<file path="config.mk">
export PLATFORM = sky130hd
export DESIGN_NAME = bcd_to_binary_seq
export DESIGN_NICKNAME = d
export VERILOG_FILES = /design/src/rtl/bcd_to_binary_seq_pkg.sv /design/src/rtl/bcd_to_binary_seq_digit_adjust.sv /design/src/rtl/bcd_to_binary_seq.sv
export SDC_FILE = /design/constraint.sdc
export NUM_CORES = 1
export LEC_CHECK = 0
export ABC_AREA = 0
export BUFFER_PORTS_ARGS = -buffer_cell sky130_fd_sc_hd__buf_4
export CORE_MARGIN = 3
export CORE_UTILIZATION = 54
export DETAILED_ROUTE_END_ITERATION = 16
export GPL_ROUTABILITY_DRIVEN = 0
export GPL_TIMING_DRIVEN = 0
export HOLD_SLACK_MARGIN = 0.03
export PLACE_DENSITY_LB_ADDON = 0.3
export SLEW_MARGIN = 20
export SYNTH_ARGS = -nofsm -noshare
export SYNTH_HDL_FRONTEND = slang
export SYNTH_SLANG_ARGS = --single-unit
</file>
<file path="constraint.sdc">
create_clock -name clock -period 4.9 [get_ports clock]
set_input_delay 0.245 -clock clock [delete_from_list [all_inputs] [get_ports clock]]
set_output_delay 0.245 -clock clock [all_outputs]
set_load 0.01 [all_outputs]
</file>
<file path="src/rtl/bcd_to_binary_seq_pkg.sv">
// bcd_to_binary_seq_pkg: FSM states and BCD digit constants shared by the converter
package bcd_to_binary_seq_pkg;
    typedef enum logic [1:0] {S_IDLE, S_CONVERT, S_DONE} state_t;
    localparam logic [3:0] BCD_MAX    = 4'd9;
    localparam logic [3:0] ADJ_THRESH = 4'd8;
    localparam logic [3:0] ADJ_SUB    = 4'd3;
endpackage

</file>
<file path="src/rtl/bcd_to_binary_seq_digit_adjust.sv">
// bcd_to_binary_seq_digit_adjust: reverse double-dabble digit correction plus invalid-digit flag
module bcd_to_binary_seq_digit_adjust
    import bcd_to_binary_seq_pkg::*;
(
    input  logic [3:0] i_digit,
    output logic [3:0] o_digit,
    output logic       o_invalid
);
    assign o_digit   = (i_digit >= ADJ_THRESH) ? i_digit - ADJ_SUB : i_digit;
    assign o_invalid = i_digit > BCD_MAX;
endmodule

</file>
<file path="src/rtl/bcd_to_binary_seq.sv">
// bcd_to_binary_seq: iterative packed-BCD to binary converter, one shift per clock
module bcd_to_binary_seq
    import bcd_to_binary_seq_pkg::*;
#(
    parameter int DIGITS = 2,
    parameter int BIN_W  = 7
) (
    input  logic                  clock,
    input  logic                  resetN,
    input  logic                  start,
    input  logic [4*DIGITS-1:0]   bcdIn,
    output logic                  busy,
    output logic                  done,
    output logic                  error,
    output logic [BIN_W-1:0]      binOut
);
    localparam int SR_W  = 4*DIGITS + BIN_W;
    localparam int CNT_W = (BIN_W > 1) ? $clog2(BIN_W) : 1;

    state_t             r_state;
    logic [SR_W-1:0]    r_sr;
    logic [CNT_W-1:0]   r_cnt;
    logic [SR_W-1:0]    w_shift;
    logic [SR_W-1:0]    w_next;
    logic [DIGITS-1:0]  w_bad;
    logic               w_last;

    assign w_shift              = r_sr >> 1;
    assign w_next[BIN_W-1:0]    = w_shift[BIN_W-1:0];
    assign w_last               = r_cnt == CNT_W'(BIN_W - 1);

    // In IDLE the digit units validate the incoming BCD; in CONVERT they correct the shifted digits.
    for (genvar g = 0; g < DIGITS; g++) begin : g_dig
        logic [3:0] w_in;
        logic [3:0] w_adj;
        assign w_in = (r_state == S_IDLE) ? bcdIn[4*g +: 4] : w_shift[BIN_W + 4*g +: 4];
        bcd_to_binary_seq_digit_adjust u_adj (
            .i_digit   (w_in),
            .o_digit   (w_adj),
            .o_invalid (w_bad[g])
        );
        assign w_next[BIN_W + 4*g +: 4] = w_adj;
    end

    // Handshake FSM, shift register, counter and registered outputs.
    always_ff @(posedge clock or negedge resetN) begin
        if (!resetN) begin
            r_state <= S_IDLE;
            r_sr    <= '0;
            r_cnt   <= '0;
            busy    <= 1'b0;
            done    <= 1'b0;
            error   <= 1'b0;
            binOut  <= '0;
        end else begin
            case (r_state)
                S_IDLE: begin
                    if (start && |w_bad) begin
                        r_state <= S_DONE;
                        done    <= 1'b1;
                        error   <= 1'b1;
                        binOut  <= '0;
                    end else if (start) begin
                        r_state <= S_CONVERT;
                        r_sr    <= {bcdIn, {BIN_W{1'b0}}};
                        r_cnt   <= '0;
                        busy    <= 1'b1;
                        error   <= 1'b0;
                    end
                end
                S_CONVERT: begin
                    r_sr  <= w_next;
                    r_cnt <= r_cnt + CNT_W'(1);
                    if (w_last) begin
                        r_state <= S_DONE;
                        busy    <= 1'b0;
                        done    <= 1'b1;
                        binOut  <= w_next[BIN_W-1:0];
                    end
                end
                S_DONE: begin
                    r_state <= S_IDLE;
                    done    <= 1'b0;
                end
                default: r_state <= S_IDLE;
            endcase
        end
    end
endmodule

</file>
==> results.yml, run 1 <==
pwr:
  leakage_nw: 0.822
  p_per_area_nw_per_um2: 700
  vdd_ir_drop_max_uv: 482
grt:
  grt_pass1_wl_um: 4940
  grt_max_degree: 30
  antenna_found_initial: 0
  grt_pass1_vias: 1034
  overflow: 0
  track_usage_pct: 20.2
synth:
  synth-seq-cells: 29
  synth_cell_type_count: 38
  synth.most_common_cell: "dfrtp_1"
  ys.flop_type: "dfrtp_1"
  synth_top_area_cell: "dfrtp_1"
  synth_area_um2: 1390
  syn_nets: 136
  synthTopCellsByCount: "dfrtp_1 (29), a22o_1 (13), nand2_1 (10)"
  synth-edff-count: 0
  yosysWarnings: 0
  synthTopCellsByArea: "dfrtp_1 (52%), a22o_1 (8.2%), mux2_1 (3.2%)"
  ys_seq_area_share_pct: 52.2
  synth_async_sr_flop_share_pct: 100
  syn_area_per_cell_um2: 11.3
  synthCells: 123
  synth_top_area_share_pct: 52.2
route:
  wl_per_cell_um: 16.1
  ant_nets: 0
  drtIter0Drc: 25
  via_per_inst: 5.87
  drc: 0
  wl_um: 2900
  vias: 1056
  drtPass1Iterations: 5
clock_tree:
  cts_tree: "built"
  numCtsBuffers: 5
  cts_setup_buffers: 0
  h-tree-depth: 2
  clk_pin_slew_ns: 0.09
  cts-resized-gates: 0
  clock_sinks: 29
  clk_latency_ns: 0.33
  cts_buffer_depth: 2
  cts_root_buf: "clkbuf_4"
hold_path:
  hp-class: "in2reg"
sta:
  maxSlewViolCount: 0
  relSlewSlack_pct: 31.5
  fin_worst_hold_slack_ns: 0.168
  hold_violations: 0
  worst_pin_slew_ns: 1.02
  fmax_mhz: 483
  setup_tns_ns: 0
  finClkSkew_ns: 0.00880
  rsz0062_at_grt: "false"
  finalCritPeriodShare_pct: 42.3
  setup_violations: 0
  min_period_ns: 2.07
placed_design:
  hpwl_um: 2080
  io_buffer_count: 20
  placement.cell_area_um2: 1580
floorplan:
  die_area_um2: 3220
  fp.dieW_um: 56.8
  rows: 17
  initial_core_util_pct: 60.0
  core_um2: 2320
  die_h_um: 56.8
  io_pins: 21
finish:
  fin_nets: 164
  layout-drive-gt1-share_pct: 24.3
  diodes: 0
  syn_to_final_growth_pct: 20.1
  fin_area_um2: 1670
  final_core_util_pct: 72.1
worst_setup_path:
  critPathMaxFanout: 10
  cp.arrival_ns: 2.33
  required_ns: 5.16
  critical_path_class: "reg2reg"
  start_kind: "register"
  crit_path_end_kind: "register"
status:
  status: "completed"
job:
  drv_cap: 0
==> area by class of cell <==
| cell class | count | area [um^2] |
|---|---|---|
| buffer | 7 | 50.0 |
| clock buffer | 7 | 55.1 |
| multi-input combinational | 79 | 586 |
| inverter | 8 | 30.0 |
| timing repair buffer | 21 | 160 |
| tap | 28 | 35.0 |
| clock inverter | 1 | 30.0 |
| fill | 167 | 647 |
| sequential | 29 | 726 |
==> worst paths after layout <==
path,startpoint,endpoint,slack [ns],depth (start not counted)
setup / recovery,r_state[0],binOut[6],2.83,5
hold / removal,bcdIn[2],r_sr[9],0.17,2
setup reg to reg,r_state[0],binOut[6],2.83,5
hold reg to reg,error,error,0.51,2
max in group asynchronous,resetN,binOut[5],4.28,2
min in group asynchronous,resetN,r_sr[9],0.35,2
==> sequential cells by signal, summed over array words and instances (netlist names) <==
| register | flops |
|---|---|
| done | 1 |
| busy | 1 |
| error | 1 |
| r_sr | 14 |
| r_cnt | 3 |
| r_state | 2 |
| binOut | 7 |
==> cell families after synthesis <==
kind of cell	synth area share [%]
compound gates	21.2
xor+xnor	1.26
fa+ha+maj	1.80
buf+inv	5.75
flops	52.2
mux	5.49
simple gates	12.3
==> cells in the final DEF, fill, tap and decap left out, types with 2 or more instances in the layout <==
cell,synthesis,routed
a21oi_1,6,6
a22o_1,13,13
buf_4,0,20
buf_6,3,3
clkbuf_1,3,4
clkbuf_4,0,5
dfrtp_1,29,29
ha_1,2,2
inv_1,8,8
mux2_1,4,4
mux2i_1,2,2
nand2_1,10,10
nand2b_1,3,3
nand3_1,2,2
nor2_1,7,7
nor2b_1,3,3
o21ai_0,4,4
xnor2_1,2,2
==> worst max-delay path: stages (launching register included) <==
cell,delay [ns]
dfrtp_1,0.42
buf_2,0.20
nor4_4,0.20
a211oi_1,0.09
o31ai_1,0.83
a22o_1,0.26
==> timing repair <==
| item | 4_1_cts | 5_1_grt |
|---|---|---|
| setup endpoints to repair | 0 | 0 |
| hold endpoints to repair | 29 | 0 |
| hold buffers | 1 | 0 |
==> layer usage <==
layer	wire length [um]	track usage, %
met1	1300	26.1
met2	1330	31.5
met3	219	6.21
met4	50	8.28
met5	0	0
==> power by group <==
part	switching (mW)	total [mW]	internal (mW)
Clock	0.0836	0.205	0.122
Sequential	0.0765	0.421	0.345
Combinational	0.277	0.544	0.267
Total	0.437	1.17	0.733
==> metrics by stage <==
step	setup WS [ns]	power, mW	instances
after global placement	2.89	0.942	171
after floorplan	3.04	0.803	123
after CTS	2.83	1.18	180
after global routing	2.72	1.26	180
final	2.83	1.17	180
after detailed placement	2.85	0.970	171
Power figures use the tool's default switching activity.
==> inputs of run 2 (changes only) <==
clock period = 2 ns   (was 4.9 ns; I/O delays follow)
==> results.yml, run 2 (same netlist as run 1, synthesis figures left out) <==
status:
  status: "completed"
route:
  drtIter0Drc: 25
  via_per_inst: 5.93
  wl_per_cell_um: 17.4
  wl_um: 3250
  drc: 0
  ant_nets: 0
  vias: 1108
  drtPass1Iterations: 4
worst_setup_path:
  reg2reg_slack_ns: 0.003
  r2r.worst_path.cells: 6
  worstPathCellList: "buf_6, nor4_4, a221oi_4, o41a_1, buf_6, a221o_1"
  cp.arrival_ns: 2.22
  critPathMaxFanout: 9
  cp_slowest_cell: "dfrtp_1"
  worstReg2RegEnd: "r_sr[9]"
  worst-path-buf-inv: 2
  cp_common_cell: "buf_6"
  cp_top_family: "compound AO/OA/AOI/OAI gates"
  start_kind: "register"
  crit_path_end_kind: "register"
  startpoint: "r_state[0]"
  required_ns: 2.23
  slowest_delay_ns: 0.43
  critical_path_class: "reg2reg"
  worstReg2RegStart: "r_state[0]"
grt:
  grt_pass1_vias: 1057
  grt_max_degree: 30
  antenna_found_initial: 0
  track_usage_pct: 20.6
  grt_pass1_wl_um: 5020
  overflow: 0
clock_tree:
  clock_sinks: 29
  clk_pin_slew_ns: 0.10
  h-tree-depth: 2
  clk_latency_ns: 0.33
  cts_tree: "built"
  cts_buffer_depth: 2
  numCtsBuffers: 5
  cts_root_buf: "clkbuf_4"
pwr:
  vdd_ir_drop_max_uv: 1100
  leakage_nw: 0.874
  p_per_area_nw_per_um2: 1730
  power_mw: 3.05
finish:
  final_core_util_pct: 76.1
  syn_to_final_growth_pct: 26.9
  largest_reg_flops: 14
  final_common_cell: "dfrtp_1"
  top_regs: "r_sr: 14 flops, binOut: 7 flops, r_cnt: 3 flops"
  fin_nets: 171
  top_register: "r_sr"
  layout_common_cells: "dfrtp_1 (29), buf_4 (25), a22o_1 (13)"
  diodes: 0
  layout-drive-gt1-share_pct: 27.7
  stdcell_count: 187
placed_design:
  io_buffer_count: 20
  hpwl_um: 2080
  place_inst: 171
sta:
  finalCritPeriodShare_pct: 99.9
  finClkSkew_ns: 0.00992
  relSlewSlack_pct: 70.6
  fin_worst_hold_slack_ns: 0.0353
  setup_violations: 0
  worst_pin_slew_ns: 0.441
  maxSlewViolCount: 0
  rsz0062_at_grt: "true"
  setup_tns_ns: 0
  min_period_ns: 2.00
  hold_violations: 0
  fmax_mhz: 501
floorplan:
  die_h_um: 56.8
  fp.dieW_um: 56.8
  core_um2: 2320
  initial_core_util_pct: 60.0
  rows: 17
  die_area_um2: 3220
  io_pins: 21
hold_path:
  hp-class: "in2reg"
  hold_start: "bcdIn[7]"
  whs_path_depth: 3
  min_to: "r_sr[14]"
job:
  drv_cap: 0
[run 2: area by class of cell]
type | instances | area, um^2
Buffer | 7 | 61.3
Clock buffer | 7 | 55.1
Clock inverter | 1 | 30.0
Fill cell | 154 | 553
Inverter | 8 | 30.0
Multi-Input combinational cell | 79 | 611
Sequential cell | 29 | 726
Tap cell | 28 | 35.0
Timing Repair Buffer | 28 | 218
[run 2: tightest hold or removal path, cell delays in order]
cell and delay (ns):
buf_4 0.11, nand2_1 0.05, mux2i_1 0.06
[run 2: how the worst max path moves through the flow]
stage / to / slack, ns / cells past startpoint
3_5_place_dp: binOut[6] / -0.05 / 5
6_report: r_sr[9] / 0.003 / 6
5_1_grt: r_sr[8] / -0.1 / 6
2_1_floorplan: r_sr[11] / 0.14 / 5
4_1_cts: r_sr[14] / 0.02 / 6
3_3_place_gp: binOut[5] / -0.006 / 5
[run 2: report_power, final]
part           switching [mW]  total (mW)  leakage (nW)  internal (mW)
registers               0.193        1.04         0.367          0.844
logic                   0.750        1.51         0.461          0.757
clock network           0.207       0.505        0.0455          0.298
[run 2: through the flow]
step           area (um^2)  setup slack [ns]
6_report              1770           0.00288
5_1_grt               1770           -0.0955
4_1_cts               1720            0.0185
3_5_place_dp          1580           -0.0532
3_3_place_gp          1580          -0.00615
2_1_floorplan         1390             0.141
[run 2: timing repair]
action,4_1_cts,5_1_grt
gates resized for setup,2,7
hold buffers,3,0
setup endpoints to repair,12,15
hold endpoints to repair,31,0
pin swaps,1,2
buffers inserted,1,4
[run 2: routing by layer]
metal / wire length (um) / global-route usage, %
met5: 0 / 0
met4: 91 / 8.94
met3: 239 / 6.90
met2: 1560 / 31.8
met1: 1360 / 26.1
==> inputs of run 3 (changes only) <==
CELL_PAD_IN_SITES_DETAIL_PLACEMENT = 1   (was not set)
CELL_PAD_IN_SITES_GLOBAL_PLACEMENT = 2   (was not set)
CORE_UTILIZATION = 36   (was 54)
==> results.yml, run 3 (same netlist as run 1, synthesis figures left out) <==
finish:
  layout-drive-gt1-share_pct: 28.1
  largest_reg_flops: 14
  layout_common_cells: "dfrtp_1 (29), buf_4 (21), a22o_1 (13)"
  fin_nets: 165
  syn_to_final_growth_pct: 24.3
  n_fill_cell: 396
  final_core_util_pct: 49.1
  fin_area_um2: 1730
  final_common_cell: "dfrtp_1"
  top_register: "r_sr"
  top_regs: "r_sr: 14 flops, binOut: 7 flops, r_cnt: 3 flops"
  diodes: 0
clock_tree:
  clock_sinks: 29
  clk_pin_slew_ns: 0.07
  cts_tree: "built"
  cts_root_buf: "clkbuf_8"
  clk_latency_ns: 0.28
  numCtsBuffers: 5
  h-tree-depth: 2
  cts_buffer_depth: 2
placed_design:
  placement.cell_area_um2: 1600
  io_buffer_count: 20
  hpwl_um: 2300
sta:
  worst_pin_slew_ns: 0.680
  maxSlewViolCount: 0
  finalCritPeriodShare_pct: 100
  fmax_mhz: 500
  relSlewSlack_pct: 54.4
  finClkSkew_ns: 0.00404
  rsz0062_at_grt: "true"
  worst_slack_ns: -0.000937
  setup_violations: 2
  hold_violations: 0
  min_period_ns: 2.00
floorplan:
  core_um2: 3520
  initial_core_util_pct: 39.5
  die_h_um: 68.2
  die_area_um2: 4650
  rows: 21
  io_pins: 21
  fp.dieW_um: 68.2
worst_setup_path:
  crit_path_end_kind: "register"
  critical_path_class: "reg2reg"
  critPathMaxFanout: 5
  start_kind: "register"
  required_ns: 2.16
  cp.arrival_ns: 2.17
route:
  drtIter0Drc: 71
  wl_um: 3330
  via_per_inst: 5.52
  vias: 1099
  drtPass1Iterations: 4
  drc: 0
  wl_per_cell_um: 16.7
  ant_nets: 0
status:
  status: "finished with violations"
  violations: "setup timing"
grt:
  track_usage_pct: 16.8
  grt_pass1_wl_um: 5600
  grt_max_degree: 30
  overflow: 0
  antenna_found_initial: 0
  grt_pass1_vias: 1125
pwr:
  p_per_area_nw_per_um2: 1720
  vdd_ir_drop_max_uv: 598
  leakage_nw: 0.851
job:
  drv_cap: 0
hold_path:
  hp-class: "in2reg"
## run 3: cell count changes in the layout (fill, tap and decap cells not counted), sizes merged
cell	delta
buf	-3
bufinv	-1
clkbuf	-2
clkinv	+2
dlygate4sd3	-2
## run 3: final cells by class
class | instances | area (um^2) | share of cell area [%]
clock buffer | 6 | 72.6 | 4.20
timing repair buffer | 23 | 173 | 9.99
inverter | 8 | 30.0 | 1.74
sequential | 29 | 726 | 42.0
clock inverter | 2 | 10.0 | 0.579
tap | 46 | 57.6 | 3.33
multi-input combinational | 79 | 609 | 35.2
buffer | 6 | 51.3 | 2.97
## run 3: worst paths after layout
path	startpoint	to	slack (ns)	cells after the start
min in group asynchronous	resetN	error	0.28	2
max in group asynchronous	resetN	binOut[6]	1.44	2
min	bcdIn[2]	r_sr[9]	0.08	2
max	r_state[1]	r_sr[12]	-0.0009	5
min reg2reg	r_sr[12]	r_sr[12]	0.49	1
max reg2reg	r_state[1]	r_sr[12]	-0.0009	5
## run 3: routing by layer
metal  share of wire [%]  routed length [um]  global-route usage (%)
met5                   0                   0                       0
met4                 1.5                  51                    6.70
met3                 4.4                 146                    5.42
met2                  49                1620                    25.8
met1                  45                1510                    21.8
## run 3: power breakdown
group	total [mW]	leakage (nW)	internal, mW	switching, mW
clock	0.472	0.0450	0.241	0.232
combinational	1.46	0.438	0.731	0.728
sequential	1.04	0.367	0.846	0.192
## run 3: per-stage QoR
stage	power, mW	setup WS, ns	TNS [ns]	hold WS, ns	instances
after floorplan	1.97	0.141	0	-0.196	123
after global placement	2.34	-0.0497	-0.281	0.0468	189
after detailed placement	2.40	-0.0647	-0.392	0.0528	189
after CTS	2.92	0.0119	0	0.0773	198
after global routing	3.22	-0.0602	-0.357	0.0733	199
final	2.97	-0.000937	-0.00102	0.0833	199
## run 3: worst max-delay path: stages (launching register included)
cell and delay [ns]:
dfrtp_1 0.41, or3b_4 0.43, a221oi_4 0.34, o41a_1 0.23, buf_6 0.15, mux2_1 0.31
## run 3: timing repair
action,in CTS,in global routing
hold endpoints to repair,29,0
hold buffers,1,0
setup buffers,0,1
gates resized for setup,2,5
cloned,0,1
setup endpoints to repair,12,16
